[config.mk]
export PLATFORM = sky130hd
export DESIGN_NAME = ext_arbiter_flat
export DESIGN_NICKNAME = d
export VERILOG_FILES = /design/src/rtl/ext_arbiter_if.sv /design/src/rtl/ext_arbiter.sv /design/src/flat_wrapper.sv
export SDC_FILE = /design/constraint.sdc
export NUM_CORES = 1
export LEC_CHECK = 0
export CAP_MARGIN = 20
export CORE_MARGIN = 2
export CORE_UTILIZATION = 35
export DETAILED_ROUTE_END_ITERATION = 6
export PLACE_DENSITY = 0.75
export SETUP_SLACK_MARGIN = 0.1
export SLEW_MARGIN = 25
export SYNTH_ARGS = -nofsm -noshare
export SYNTH_HDL_FRONTEND = slang
export SYNTH_SLANG_ARGS = --single-unit
[constraint.sdc]
create_clock -name clk -period 2.5 [get_ports clk]
set_clock_uncertainty 0.1 [all_clocks]
set_input_delay 0.5 -clock clk [delete_from_list [all_inputs] [get_ports clk]]
set_output_delay 0.5 -clock clk [all_outputs]
set_load 0.005 [all_outputs]
[src/rtl/ext_arbiter_if.sv]
// ext_arbiter_if -- request/grant and result bus between two immediate
// requesters, the shared extend arbiter and the result consumer.
// master: requesters and consumer side; slave: the arbiter itself.
interface ext_arbiter_if;
  logic        req_a;
  logic [15:0] imm_a;
  logic [1:0]  mode_a;
  logic        gnt_a;
  logic        req_b;
  logic [15:0] imm_b;
  logic [1:0]  mode_b;
  logic        gnt_b;
  logic        out_valid;
  logic        out_ready;
  logic [31:0] out_data;
  logic        out_id;
  logic        mode_err;

  modport master (
    output req_a, imm_a, mode_a, req_b, imm_b, mode_b, out_ready,
    input  gnt_a, gnt_b, out_valid, out_data, out_id, mode_err
  );

  modport slave (
    input  req_a, imm_a, mode_a, req_b, imm_b, mode_b, out_ready,
    output gnt_a, gnt_b, out_valid, out_data, out_id, mode_err
  );
endinterface

[src/rtl/ext_arbiter.sv]
// ext_arbiter -- two requesters share one 16-to-32 immediate extend datapath.
// Round-robin arbitration, single-entry registered output with valid/ready.
// Optional feature: define EXT_ARB_CNT_EN to add saturating per-requester
// grant counters (cnt_a / cnt_b, CNT_W bits each).
module ext_arbiter #(
  parameter int CNT_W = 16
) (
  input  logic             clk,
  input  logic             rst_n,
  ext_arbiter_if.slave     bus
`ifdef EXT_ARB_CNT_EN
  ,
  output logic [CNT_W-1:0] cnt_a,
  output logic [CNT_W-1:0] cnt_b
`endif
);

  typedef enum logic {
    EMPTY = 1'b0,
    FULL  = 1'b1
  } state_t;

  state_t      state_q;
  logic [31:0] data_q;
  logic        id_q;
  logic        err_q;
  logic        last_gnt_q;   // 0 = A served last, 1 = B served last

  logic        accept;
  logic        gnt_a_w;
  logic        gnt_b_w;
  logic        grant;
  logic [15:0] sel_imm;
  logic [1:0]  sel_mode;
  logic [31:0] ext_data_d;

  // A drain and a new grant may share a cycle; grants are blocked in reset.
  assign accept  = (state_q == EMPTY) | bus.out_ready;
  assign gnt_a_w = rst_n & accept & bus.req_a & (~bus.req_b | last_gnt_q);
  assign gnt_b_w = rst_n & accept & bus.req_b & (~bus.req_a | ~last_gnt_q);
  assign grant   = gnt_a_w | gnt_b_w;

  assign sel_imm  = gnt_b_w ? bus.imm_b  : bus.imm_a;
  assign sel_mode = gnt_b_w ? bus.mode_b : bus.mode_a;

  // Extend the granted immediate; the reserved mode falls back to sign-extend.
  always_comb begin
    ext_data_d = {{16{sel_imm[15]}}, sel_imm};
    case (sel_mode)
      2'b01:   ext_data_d = {16'h0000, sel_imm};
      2'b10:   ext_data_d = {sel_imm, 16'h0000};
      default: ext_data_d = {{16{sel_imm[15]}}, sel_imm};
    endcase
  end

  // Output FSM: EMPTY/FULL with registered result, id, error pulse and RR pointer.
  always_ff @(posedge clk or negedge rst_n) begin
    if (!rst_n) begin
      state_q    <= EMPTY;
      data_q     <= 32'h0;
      id_q       <= 1'b0;
      err_q      <= 1'b0;
      last_gnt_q <= 1'b1;
    end else begin
      err_q <= grant & (sel_mode == 2'b11);
      if (grant) begin
        data_q     <= ext_data_d;
        id_q       <= gnt_b_w;
        last_gnt_q <= gnt_b_w;
      end
      case (state_q)
        EMPTY: if (grant) state_q <= FULL;
        FULL:  if (bus.out_ready && !grant) state_q <= EMPTY;
        default: state_q <= EMPTY;
      endcase
    end
  end

  assign bus.gnt_a     = gnt_a_w;
  assign bus.gnt_b     = gnt_b_w;
  assign bus.out_valid = (state_q == FULL);
  assign bus.out_data  = data_q;
  assign bus.out_id    = id_q;
  assign bus.mode_err  = err_q;

  // A zero-width counter makes no sense even when counters are compiled out.
  if (CNT_W < 1) begin : g_cnt_w_check
    $error("ext_arbiter: CNT_W must be at least 1");
  end

`ifdef EXT_ARB_CNT_EN
  logic [CNT_W-1:0] cnt_a_q;
  logic [CNT_W-1:0] cnt_b_q;

  // Per-requester grant counters, saturating at all-ones.
  always_ff @(posedge clk or negedge rst_n) begin
    if (!rst_n) begin
      cnt_a_q <= '0;
      cnt_b_q <= '0;
    end else begin
      if (gnt_a_w && !(&cnt_a_q)) cnt_a_q <= cnt_a_q + 1'b1;
      if (gnt_b_w && !(&cnt_b_q)) cnt_b_q <= cnt_b_q + 1'b1;
    end
  end

  assign cnt_a = cnt_a_q;
  assign cnt_b = cnt_b_q;
`endif

endmodule

[src/flat_wrapper.sv]
// flat-port wrapper written by rule: the top's interface ports become plain ports
module ext_arbiter_flat 
#(
  parameter int CNT_W = 16
)
  (clk, rst_n, bus_req_a, bus_imm_a, bus_mode_a, bus_req_b, bus_imm_b, bus_mode_b, bus_out_ready, bus_gnt_a, bus_gnt_b, bus_out_valid, bus_out_data, bus_out_id, bus_mode_err);
  ext_arbiter_if bus_i ();
  input  logic clk;
  input  logic rst_n;
  input wire logic [$bits(bus_i.req_a)-1:0] bus_req_a;
  input wire logic [$bits(bus_i.imm_a)-1:0] bus_imm_a;
  input wire logic [$bits(bus_i.mode_a)-1:0] bus_mode_a;
  input wire logic [$bits(bus_i.req_b)-1:0] bus_req_b;
  input wire logic [$bits(bus_i.imm_b)-1:0] bus_imm_b;
  input wire logic [$bits(bus_i.mode_b)-1:0] bus_mode_b;
  input wire logic [$bits(bus_i.out_ready)-1:0] bus_out_ready;
  output wire logic [$bits(bus_i.gnt_a)-1:0] bus_gnt_a;
  output wire logic [$bits(bus_i.gnt_b)-1:0] bus_gnt_b;
  output wire logic [$bits(bus_i.out_valid)-1:0] bus_out_valid;
  output wire logic [$bits(bus_i.out_data)-1:0] bus_out_data;
  output wire logic [$bits(bus_i.out_id)-1:0] bus_out_id;
  output wire logic [$bits(bus_i.mode_err)-1:0] bus_mode_err;
  assign bus_i.req_a = bus_req_a;
  assign bus_i.imm_a = bus_imm_a;
  assign bus_i.mode_a = bus_mode_a;
  assign bus_i.req_b = bus_req_b;
  assign bus_i.imm_b = bus_imm_b;
  assign bus_i.mode_b = bus_mode_b;
  assign bus_i.out_ready = bus_out_ready;
  assign bus_gnt_a = bus_i.gnt_a;
  assign bus_gnt_b = bus_i.gnt_b;
  assign bus_out_valid = bus_i.out_valid;
  assign bus_out_data = bus_i.out_data;
  assign bus_out_id = bus_i.out_id;
  assign bus_mode_err = bus_i.mode_err;
  ext_arbiter #(.CNT_W(CNT_W)) u_core (.clk(clk), .rst_n(rst_n), .bus(bus_i));
endmodule
==> results by group, run 1 <==
Run status
  • Status: finished clean

Finish
  • Antenna Cells: 0
  • Area Growth Syn to Fin: 63.51%
  • Finished layout cell area: 2999 um^2
  • Final nets: about 310
  • Area of the multi-input gates: 938.4 um^2
  • Post-route insts no fill: 340
  • Share of layout cells above drive strength 1: 18.15%
  • Utilization after layout: 59.10%
  • Fillers: 457
  • Reg area: 902.1 um^2

Placed design
  • Cell Area, Placed: 2774 um^2
  • Final GP Congestion: between 0.7 and 0.8
  • Port buffer count: 77
  • Placed cell count: 325
  • Dpl hpwl: 3609 um
  • Post-place setup slack: -0.5126 ns

Clock network
  • Clk sink count: 36
  • Root Buffer: clkbuf_8
  • Clock Path Buffers: 2
  • Inserted Clock Buffers: 5
  • H-tree Lvls: 2
  • CTS tree: done
  • CTS clk-pin slew, worst paths: 0.08 ns
  • Skew-Pair Late Insertion Delay: 0.28 ns

Floorplan
  • Initial core utilization: 36.14%
  • Core area: 5075 um^2
  • Die area: 5835 um^2
  • Die width: 76.39 um
  • I/O pins: 78
  • Die Ht: 76.39 um
  • Site Rows: 26

Route
  • WL final: about 5500 um
  • DR vias/cell: 5.124
  • Avg WL per Cell: 16.16 um
  • Iter 0 DRT Violations: 83
  • Via count: 1742
  • Antenna-violating nets left: 0
  • Drt pass-1 iters: 4
  • Post-route DRC: 0

Synth
  • Cell Area, Synth: 1834 um^2
  • Post-synth EDFFs: 0
  • Synth top cells by count: dfrtp_1, and3_1, nand2_1
  • Synthesized area per cell: 10.66 um^2
  • Top-count cell post-synth: dfrtp_1
  • Yosys reg bits: 36
  • Post-synth top area share: 47.75%
  • Synth warn: 0
  • Sequential element share of the synthesized area: between 40% and 50%
  • Synth Flop Type: dfrtp_1
  • Syn_nets: ~220
  • Synth Instances: 172
  • Synth cell types: 24
  • Leading area contributor after synthesis: dfrtp_1
  • Synth async-reset ratio: 100.0%
  • Synth area leaders: dfrtp_1, mux2i_1, and3_1, o32a_1, o21ai_0

Critical path
  • Crit-path max FO: 8
  • Critical path capture point type: flip-flop
  • Arrival time worst endpoint: 2.39 ns
  • WP data required: about 2.6 ns
  • Critical Path Start Type: primary input
  • Crit path kind: in2reg

Timing
  • Max Clk Rate: between 0.4 and 0.5 GHz
  • Endpoints failing hold: 0
  • Final period utilization: 92.98%
  • Worst slew margin: just under 70%
  • Slew @ Worst Pin: 0.4908 ns
  • # setup viols final: 0
  • Worst Setup Slack, final: between 0.15 and 0.2 ns
  • RSZ-0062 raised after global routing: no
  • Final min period: 2.325 ns
  • Max Slew Vio Count: 0

Pwr
  • Power Density: 643.3 nW/um^2
  • Sw Share: 27.09%
  • Comb power frac: 33.6%
  • Final Total Pwr: between 1500 and 2000 uW
  • Cell leakage power: around 0.0014 uW
  • IR drop worst, VDD: 0.0003427 V
  • Sw Pwr: 522.7 uW
  • Clock group share of total power: 26.0%
  • Int Power: 1407 uW
  • Sequential Power Share: between 40% and 50%

Run
  • Max cap viols: 0

GRT
  • Initial antenna violation count: 0
  • GRT overflow: 0
  • Tot GR Track Use: about a fifth
  • Largest net degree at the start of global routing: 40
  • Vias in the first global route: around 1.8k
  • First-pass GRT wire length: 9080 um

Worst hold path
  • Hold Path Class: in2async
==> per-layer routing <==
metal	global-route usage, %	wire (um)	part of all wire, %	vias to the layer above
met5	0	0	0	-
met4	6.545	53	0.96	0
met3	3.910	281	5.1	5
met2	32.65	2690	49	61
met1	25.99	2468	45	853
li1	-	-	-	823
==> metrics by stage <==
stage	setup TNS, ns	hold WS (ns)
finish	0	0.2399
global route	0	0.2883
CTS	0	0.2607
detailed placement	-11.14	0.3717
global placement	-9.148	0.3607
floorplan	-1.403	0.1044
==> worst max-delay path, cell delays in order <==
cell and delay, ns:
clkdlybuf4s15_1 0.19, a21boi_4 0.21, nand3_4 0.10, inv_6 0.10
mux2i_4 0.23, inv_2 0.08, ha_4 0.27, and2_4 0.18
and3_1 0.19, o32a_1 0.33
==> cell families after synthesis <==
family / count (synthesis) / share of synthesized area, %
flip-flops: 36 / 49.18
adder cells (fa/ha/maj): 3 / 2.047
multiplexers: 19 / 10.37
AO/OA/AOI/OAI: 40 / 16.37
AND/OR/NAND/NOR: 57 / 17.19
buffers and inverters: 17 / 4.843
==> state kept, by name, indices dropped and copies added (netlist names) <==
name / flops
u_core.bus.out_id: 1
u_core.bus.mode_err: 1
u_core.bus.out_valid: 1
u_core.bus.out_data: 32
u_core.last_gnt_q: 1
==> power by group through the flow <==
stage	combinational, uW	clock (uW)	sequential [uW]
final	648	501	780
after CTS	647	511	780
after detailed placement	610	0	789
after floorplan	218	0	790
after global routing	704	535	795
after global placement	596	0	790
==> path summary, 6_finish.rpt <==
check,endpoint,from,slack (ns),cells after the start
worst max-delay path,u_core.bus.out_data[25],bus_req_b,0.18,10
worst max register to register,u_core.bus.out_data[25],u_core.last_gnt_q,0.22,9
worst min-delay path,u_core.bus.out_data[27],rst_n,0.24,2
max in group asynchronous,u_core.last_gnt_q,rst_n,1.69,2
min in group clk,u_core.bus.out_id,u_core.bus.out_id,0.38,2
worst min register to register,u_core.bus.out_id,u_core.bus.out_id,0.38,2
==> cell type report <==
| cell class | count | area share [%] |
|---|---|---|
| inverter | 5 | 0.7927 |
| multi-input combinational | 122 | 31.29 |
| tap | 70 | 2.920 |
| timing repair buffer | 99 | 31.33 |
| sequential | 36 | 30.08 |
| clock inverter | 2 | 1.168 |
| clock buffer | 6 | 2.420 |
==> layout by cell type (no fill, tap or decap), drive strengths merged <==
cell type,instances
o32a,15
and3,30
clkdlybuf4s15,2
buf,23
ha,3
clkinv,1
nand2b,1
o211a,1
a21boi,1
and2,5
a21oi,1
dfrtp,35
dlygate4sd2,2
inv,5
clkbuf,6
o21ai,21
dfstp,1
clkdlybuf4s50,72
nand2,21
mux2i,19
nand3,3
bufinv,1
o211ai,1
==> repair_timing <==
item                       in CTS  in global routing
setup buffers                   3                  1
hold buffers                    0                  0
resized for setup              18                  6
pin swaps                       5                  3
gates cloned                    3                  0
setup endpoints to repair      26                 29
Power figures use the tool's default switching activity.
==> run 2: changes to the inputs <==
--- a/config.mk
+++ b/config.mk
@@ -10,7 +10,7 @@
 export CORE_UTILIZATION = 35
 export DETAILED_ROUTE_END_ITERATION = 6
 export PLACE_DENSITY = 0.75
-export SETUP_SLACK_MARGIN = 0.1
+export SETUP_SLACK_MARGIN = 0.05
 export SLEW_MARGIN = 25
 export SYNTH_ARGS = -nofsm -noshare
 export SYNTH_HDL_FRONTEND = slang
==> results by group, run 2 (synthesis results as in run 1) <==
Run status
  • Status: finished clean

Critical path
  • Crit-path max FO: 8 (unchanged)
  • WP data required: 2.56 ns (about the same)
  • Arrival time worst endpoint: 2.45 ns (+0.06 ns)
  • Critical path capture point type: flip-flop
  • Crit path kind: in2reg
  • Critical Path Start Type: primary input

Pwr
  • Clock group share of total power: 26.0% (about the same)
  • Cell leakage power: 0.001357 uW (-0.25%)
  • Sequential Power Share: 40.5% (about the same)
  • IR drop worst, VDD: 0.0003422 V (-0.13%)
  • Sw Share: 26.99% (-0.10 points)
  • Power Density: 643.6 nW/um^2 (about the same)
  • Int Power: 1405 uW (-0.16%)
  • Comb power frac: 33.5% (about the same)
  • Sw Pwr: 519.2 uW (-0.68%)

Route
  • Iter 0 DRT Violations: 73 (-12%)
  • DR vias/cell: 5.130 (+0.12%)
  • Drt pass-1 iters: 4 (unchanged)
  • WL final: 5438 um (-1.0%)
  • Antenna-violating nets left: 0 (unchanged)
  • Via count: 1739 (-0.17%)
  • Post-route DRC: 0 (unchanged)
  • Avg WL per Cell: 16.04 um (-0.73%)

Timing
  • RSZ-0062 raised after global routing: no
  • Max Slew Vio Count: 0 (unchanged)
  • Max Clk Rate: 0.4190 GHz (-2.6%)
  • Endpoints failing hold: 0 (unchanged)
  • Final min period: 2.387 ns (+0.06229 ns)
  • Final period utilization: 95.48% (+2.5 points)
  • Worst slew margin: 67.64% (+0.36 points)
  • Slew @ Worst Pin: 0.4854 ns (-0.005366 ns)
  • # setup viols final: 0 (unchanged)

Placed design
  • Cell Area, Placed: 2774 um^2 (unchanged)
  • Dpl hpwl: 3609 um (unchanged)
  • Final GP Congestion: 0.7861 (unchanged)
  • Port buffer count: 77 (unchanged)
  • Placed cell count: 325 (unchanged)

Finish
  • Final nets: 312 (-0.32%)
  • Finished layout cell area: 2989 um^2 (-0.33%)
  • Most frequent cells in the layout: clkdlybuf4s50_1, dfrtp_1, and3_1
  • Post-route insts no fill: 339 (-0.29%)
  • Share of layout cells above drive strength 1: 17.84% (-0.30 points)
  • Utilization after layout: 58.90% (-0.20 points)
  • Area Growth Syn to Fin: 62.96%
  • Largest register FFs: 32 (unchanged)
  • Commonest non-fill, non-tap cell in the layout: clkdlybuf4s50_1
  • Antenna Cells: 0 (unchanged)
  • Fillers: 460 (+0.66%)

Worst hold path
  • Hold Path Class: in2async

GRT
  • Largest net degree at the start of global routing: 40 (unchanged)
  • GRT overflow: 0 (unchanged)
  • Vias in the first global route: 1818 (+0.22%)
  • First-pass GRT wire length: 9073 um (about the same)
  • Initial antenna violation count: 0 (unchanged)
  • Tot GR Track Use: 19.72% (-0.025 points)

Floorplan
  • Core area: 5075 um^2 (unchanged)
  • Die Ht: 76.39 um (unchanged)
  • Die area: 5835 um^2 (unchanged)
  • Site Rows: 26 (unchanged)
  • I/O pins: 78 (unchanged)
  • Initial core utilization: 36.14% (unchanged)
  • Die width: 76.39 um (unchanged)

Clock network
  • Clk sink count: 36 (unchanged)
  • H-tree Lvls: 2 (unchanged)
  • CTS tree: done
  • Root Buffer: clkbuf_8
  • Skew-Pair Late Insertion Delay: 0.28 ns (about the same)
  • CTS Hold Bufs: 0 (unchanged)
  • Clock Path Buffers: 2 (unchanged)
  • Inserted Clock Buffers: 5 (unchanged)
  • CTS clk-pin slew, worst paths: 0.08 ns (about the same)

Run
  • Max cap viols: 0 (unchanged)
[run 2: cell types whose count changed in the layout (fill, tap and decap cells not counted), sizes merged]
cell	before	now
buf	23	22
dlygate4sd2	2	4
clkdlybuf4s15	2	0
[run 2: final timing paths]
check                                   from                       to  slack, ns  cells past startpoint
hold / removal                         rst_n  u_core.bus.out_data[27]       0.25                      2
setup reg to reg           u_core.last_gnt_q  u_core.bus.out_data[25]       0.24                      9
hold reg to reg            u_core.bus.out_id        u_core.bus.out_id       0.38                      2
max in group asynchronous              rst_n        u_core.last_gnt_q       1.69                      2
min in group clk           u_core.bus.out_id        u_core.bus.out_id       0.38                      2
setup / recovery                   bus_req_a  u_core.bus.out_data[25]       0.11                     10
[run 2: routing by layer]
metal	share of wire [%]	up-vias	track usage, %
met3	5.6	5	3.910
met1	44	852	25.76
li1	-	822	-
met2	50	60	32.83
met5	0	-	0
met4	0.97	0	6.545
[run 2: cell type report]
cell class / instances / area, um^2 / area share, %
timing repair buffer: 98 / 929.6 / 31.10
clock inverter: 2 / 35.03 / 1.172
tap: 70 / 87.58 / 2.930
inverter: 5 / 23.77 / 0.7953
clock buffer: 6 / 72.57 / 2.428
sequential: 36 / 902.1 / 30.18
multi-input combinational: 122 / 938.4 / 31.39
[run 2: metrics by stage]
stage	worst slack, ns	hold slack (ns)	total power, uW	TNS (ns)
global route	0.05119	0.2883	2031	0
finish	0.1131	0.2489	1924	0
CTS	0.08025	0.2607	1936	0
floorplan	-0.09355	0.1044	1008	-1.403
detailed placement	-0.5126	0.3717	1400	-11.14
global placement	-0.4183	0.3607	1386	-9.148
[run 2: power groups by stage]
stage / Combinational, uW / Clock (uW) / Sequential, uW
after CTS: 646 / 511 / 780
after detailed placement: 610 / 0 / 789
after global placement: 596 / 0 / 790
after floorplan: 218 / 0 / 790
after global routing: 701 / 535 / 795
final: 645 / 500 / 779
[run 2: critical path, stage by stage]
cell	delay [ns]
dlygate4sd2_1	0.27
a21boi_4	0.19
nand3_4	0.11
inv_6	0.10
mux2i_4	0.24
inv_2	0.07
ha_4	0.27
and2_4	0.18
and3_1	0.19
o32a_1	0.33
[run 2: what timing repair did]
item                                    CTS  global route
buffers inserted                          3             0
endpoints found under the setup margin   18            24
resized for setup                        16             6
pin swaps                                 5             0
gates cloned                              3             0
==> run 3: changes to the inputs <==
--- a/config.mk
+++ b/config.mk
@@ -9,6 +9,7 @@
 export CORE_MARGIN = 2
 export CORE_UTILIZATION = 35
 export DETAILED_ROUTE_END_ITERATION = 6
+export GPL_TIMING_DRIVEN = 0
 export PLACE_DENSITY = 0.75
 export SETUP_SLACK_MARGIN = 0.05
 export SLEW_MARGIN = 25
==> results by group, run 3 (synthesis results as in run 1) <==
Route
  • Antenna-violating nets left: 0 (unchanged)
  • DR vias/cell: 5.087 (-0.83%)
  • Avg WL per Cell: 16.56 um (+3.2%)
  • WL final: 5695 um (+4.7%)
  • Post-route DRC: 0 (unchanged)
  • Drt pass-1 iters: 4 (unchanged)
  • Via count: 1750 (+0.63%)
  • Iter 0 DRT Violations: 80 (+9.6%)

Placed design
  • Port buffer count: 77 (unchanged)
  • Final GP Congestion: 0.7765 (-1.2%)
  • Dpl hpwl: 3800 um (+5.3%)

GRT
  • GR Layer Usage met3: 5.332% (+1.4 points)
  • Global Route met2 Usage: 35.58% (+2.7 points)
  • M1 GR Usage: 26.33% (+0.57 points)
  • Vias in the first global route: 1825 (+0.39%)
  • First-pass GRT wire length: 9515 um (+4.9%)
  • Tot GR Track Use: 20.77% (+1.1 points)
  • Most Crowded Layer GR: met2
  • Largest net degree at the start of global routing: 19 (-53%)
  • GRT overflow: 0 (unchanged)
  • Initial antenna violation count: 0 (unchanged)

Run status
  • Status: finished clean

Clock network
  • H-tree Lvls: 2 (unchanged)
  • CTS clk-pin slew, worst paths: 0.08 ns (about the same)
  • Root Buffer: clkbuf_8
  • Clk sink count: 36 (unchanged)
  • Inserted Clock Buffers: 5 (unchanged)
  • Skew-Pair Late Insertion Delay: 0.29 ns (about the same)
  • Clock Path Buffers: 2 (unchanged)
  • CTS tree: done

Critical path
  • Chain of cells forming the critical path: a21boi_4 -> nand3_4 -> inv_4 -> buf_12 -> mux2i_4 -> inv_2 -> ha_4 -> and2_4 -> clkbuf_8 -> and3_1 -> o32a_1
  • Crit path kind: reg2reg
  • CP bufs+invs: 4 (+1)
  • Largest delay share family, worst path: compound AO/OA/AOI/OAI gates
  • WP data required: 2.58 ns (+0.02 ns)
  • Max stage delay on crit path: 0.39 ns (+0.06 ns)
  • Critical path capture point type: flip-flop
  • CP max-delay cell: dfstp_2
  • Crit-path max FO: 5 (-3)
  • Arrival time worst endpoint: 2.53 ns (+0.08 ns)
  • Critical Path Start Type: flip-flop

Finish
  • Final nets: 317 (+1.6%)
  • Commonest non-fill, non-tap cell in the layout: clkdlybuf4s50_1
  • Utilization after layout: 61.54% (+2.6 points)
  • Antenna Cells: 0 (unchanged)
  • Most frequent cells in the layout: clkdlybuf4s50_1, dfrtp_1, and3_1
  • Share of layout cells above drive strength 1: 18.98% (+1.1 points)
  • Largest register FFs: 32 (unchanged)
  • Area Growth Syn to Fin: 70.26%

Pwr
  • Cell leakage power: 0.001410 uW (+3.9%)
  • Final Total Pwr: 1970 uW (+2.4%)
  • IR drop worst, VDD: 0.0002516 V (-26%)
  • Power Density: 630.7 nW/um^2 (-2.0%)

Timing
  • Final min period: 2.451 ns (+0.06434 ns)
  • Worst slew margin: 42.97% (-25 points)
  • Max Slew Vio Count: 0 (unchanged)
  • Slew @ Worst Pin: 0.8516 ns (+0.3662 ns)
  • Hold_ws: 0.1268 ns (-0.1220 ns)
  • Endpoints failing hold: 0 (unchanged)
  • Final period utilization: 98.05% (+2.6 points)
  • # setup viols final: 0 (unchanged)
  • Max Clk Rate: 0.4080 GHz (-2.6%)
  • RSZ-0062 raised after global routing: yes

Floorplan
  • Initial core utilization: 36.14% (unchanged)
  • Core area: 5075 um^2 (unchanged)
  • Die Ht: 76.39 um (unchanged)
  • Die area: 5835 um^2 (unchanged)
  • I/O pins: 78 (unchanged)
  • Site Rows: 26 (unchanged)
  • Die width: 76.39 um (unchanged)

Run
  • Max cap viols: 0 (unchanged)

Worst hold path
  • Hold Path Class: in2async
[run 3: changes by cell type in the layout (fill, tap and decap cells not counted), sizes merged]
cell,change
and2,-3
bufbuf,+1
clkbuf,+7
clkdlybuf4s50,+1
dlygate4sd2,-3
dlygate4sd3,+2
[run 3: area by class of cell]
class,count,area (um^2)
fillers,448,1952
repair buffers,94,963.4
multi-input cells,119,925.9
flip-flops and latches,36,902.1
plain buffers,12,115.1
well taps,70,87.58
clock buffers,6,72.57
clock inverters,2,35.03
inverters,5,21.27
[run 3: report_power, final]
part           internal (uW)  leakage (uW)  total, uW  switching [uW]
sequential               705      0.000439        776            70.9
combinational            430      0.000915        683             252
clock                    296     0.0000552        511             215
total                   1430       0.00141       1970             538
[run 3: metrics by stage]
| step | cell area (um^2) | TNS [ns] | setup WS, ns | instances |
|---|---|---|---|---|
| 6_report | 3123 | 0 | 0.04877 | 344 |
| 5_1_grt | 3123 | -0.1302 | -0.01934 | 344 |
| 4_1_cts | 3090 | 0 | 0.04831 | 343 |
| 3_5_place_dp | 2764 | -32.63 | -1.116 | 320 |
| 3_3_place_gp | 2741 | -85.49 | -2.325 | 319 |
| 2_1_floorplan | 1883 | -1.403 | -0.09355 | 172 |
[run 3: layer usage]
layer  wire length [um]  share of wire [%]
met5                  0                  0
met4                 53               0.93
met3                307                5.4
met2               2797                 49
met1               2536                 45
[run 3: timing repair]
item                       CTS  global route
buffers inserted            10             1
hold endpoints to repair    18             0
resized for setup           29             7
hold buffers                 2             0
setup endpoints to repair   34            25
pin swaps                    6             1
gates cloned                 3             0
[run 3: final timing paths]
| kind | cells past startpoint | endpoint | slack [ns] | from |
|---|---|---|---|---|
| setup / recovery | 11 | u_core.bus.out_data[20] | 0.05 | u_core.last_gnt_q |
| setup reg to reg | 11 | u_core.bus.out_data[20] | 0.05 | u_core.last_gnt_q |
| hold / removal | 2 | u_core.bus.out_data[14] | 0.13 | rst_n |
| hold reg to reg | 2 | u_core.bus.out_id | 0.38 | u_core.bus.out_id |
| max in group asynchronous | 2 | u_core.bus.out_data[17] | 1.01 | rst_n |
| min in group clk | 2 | u_core.bus.out_id | 0.38 | u_core.bus.out_id |
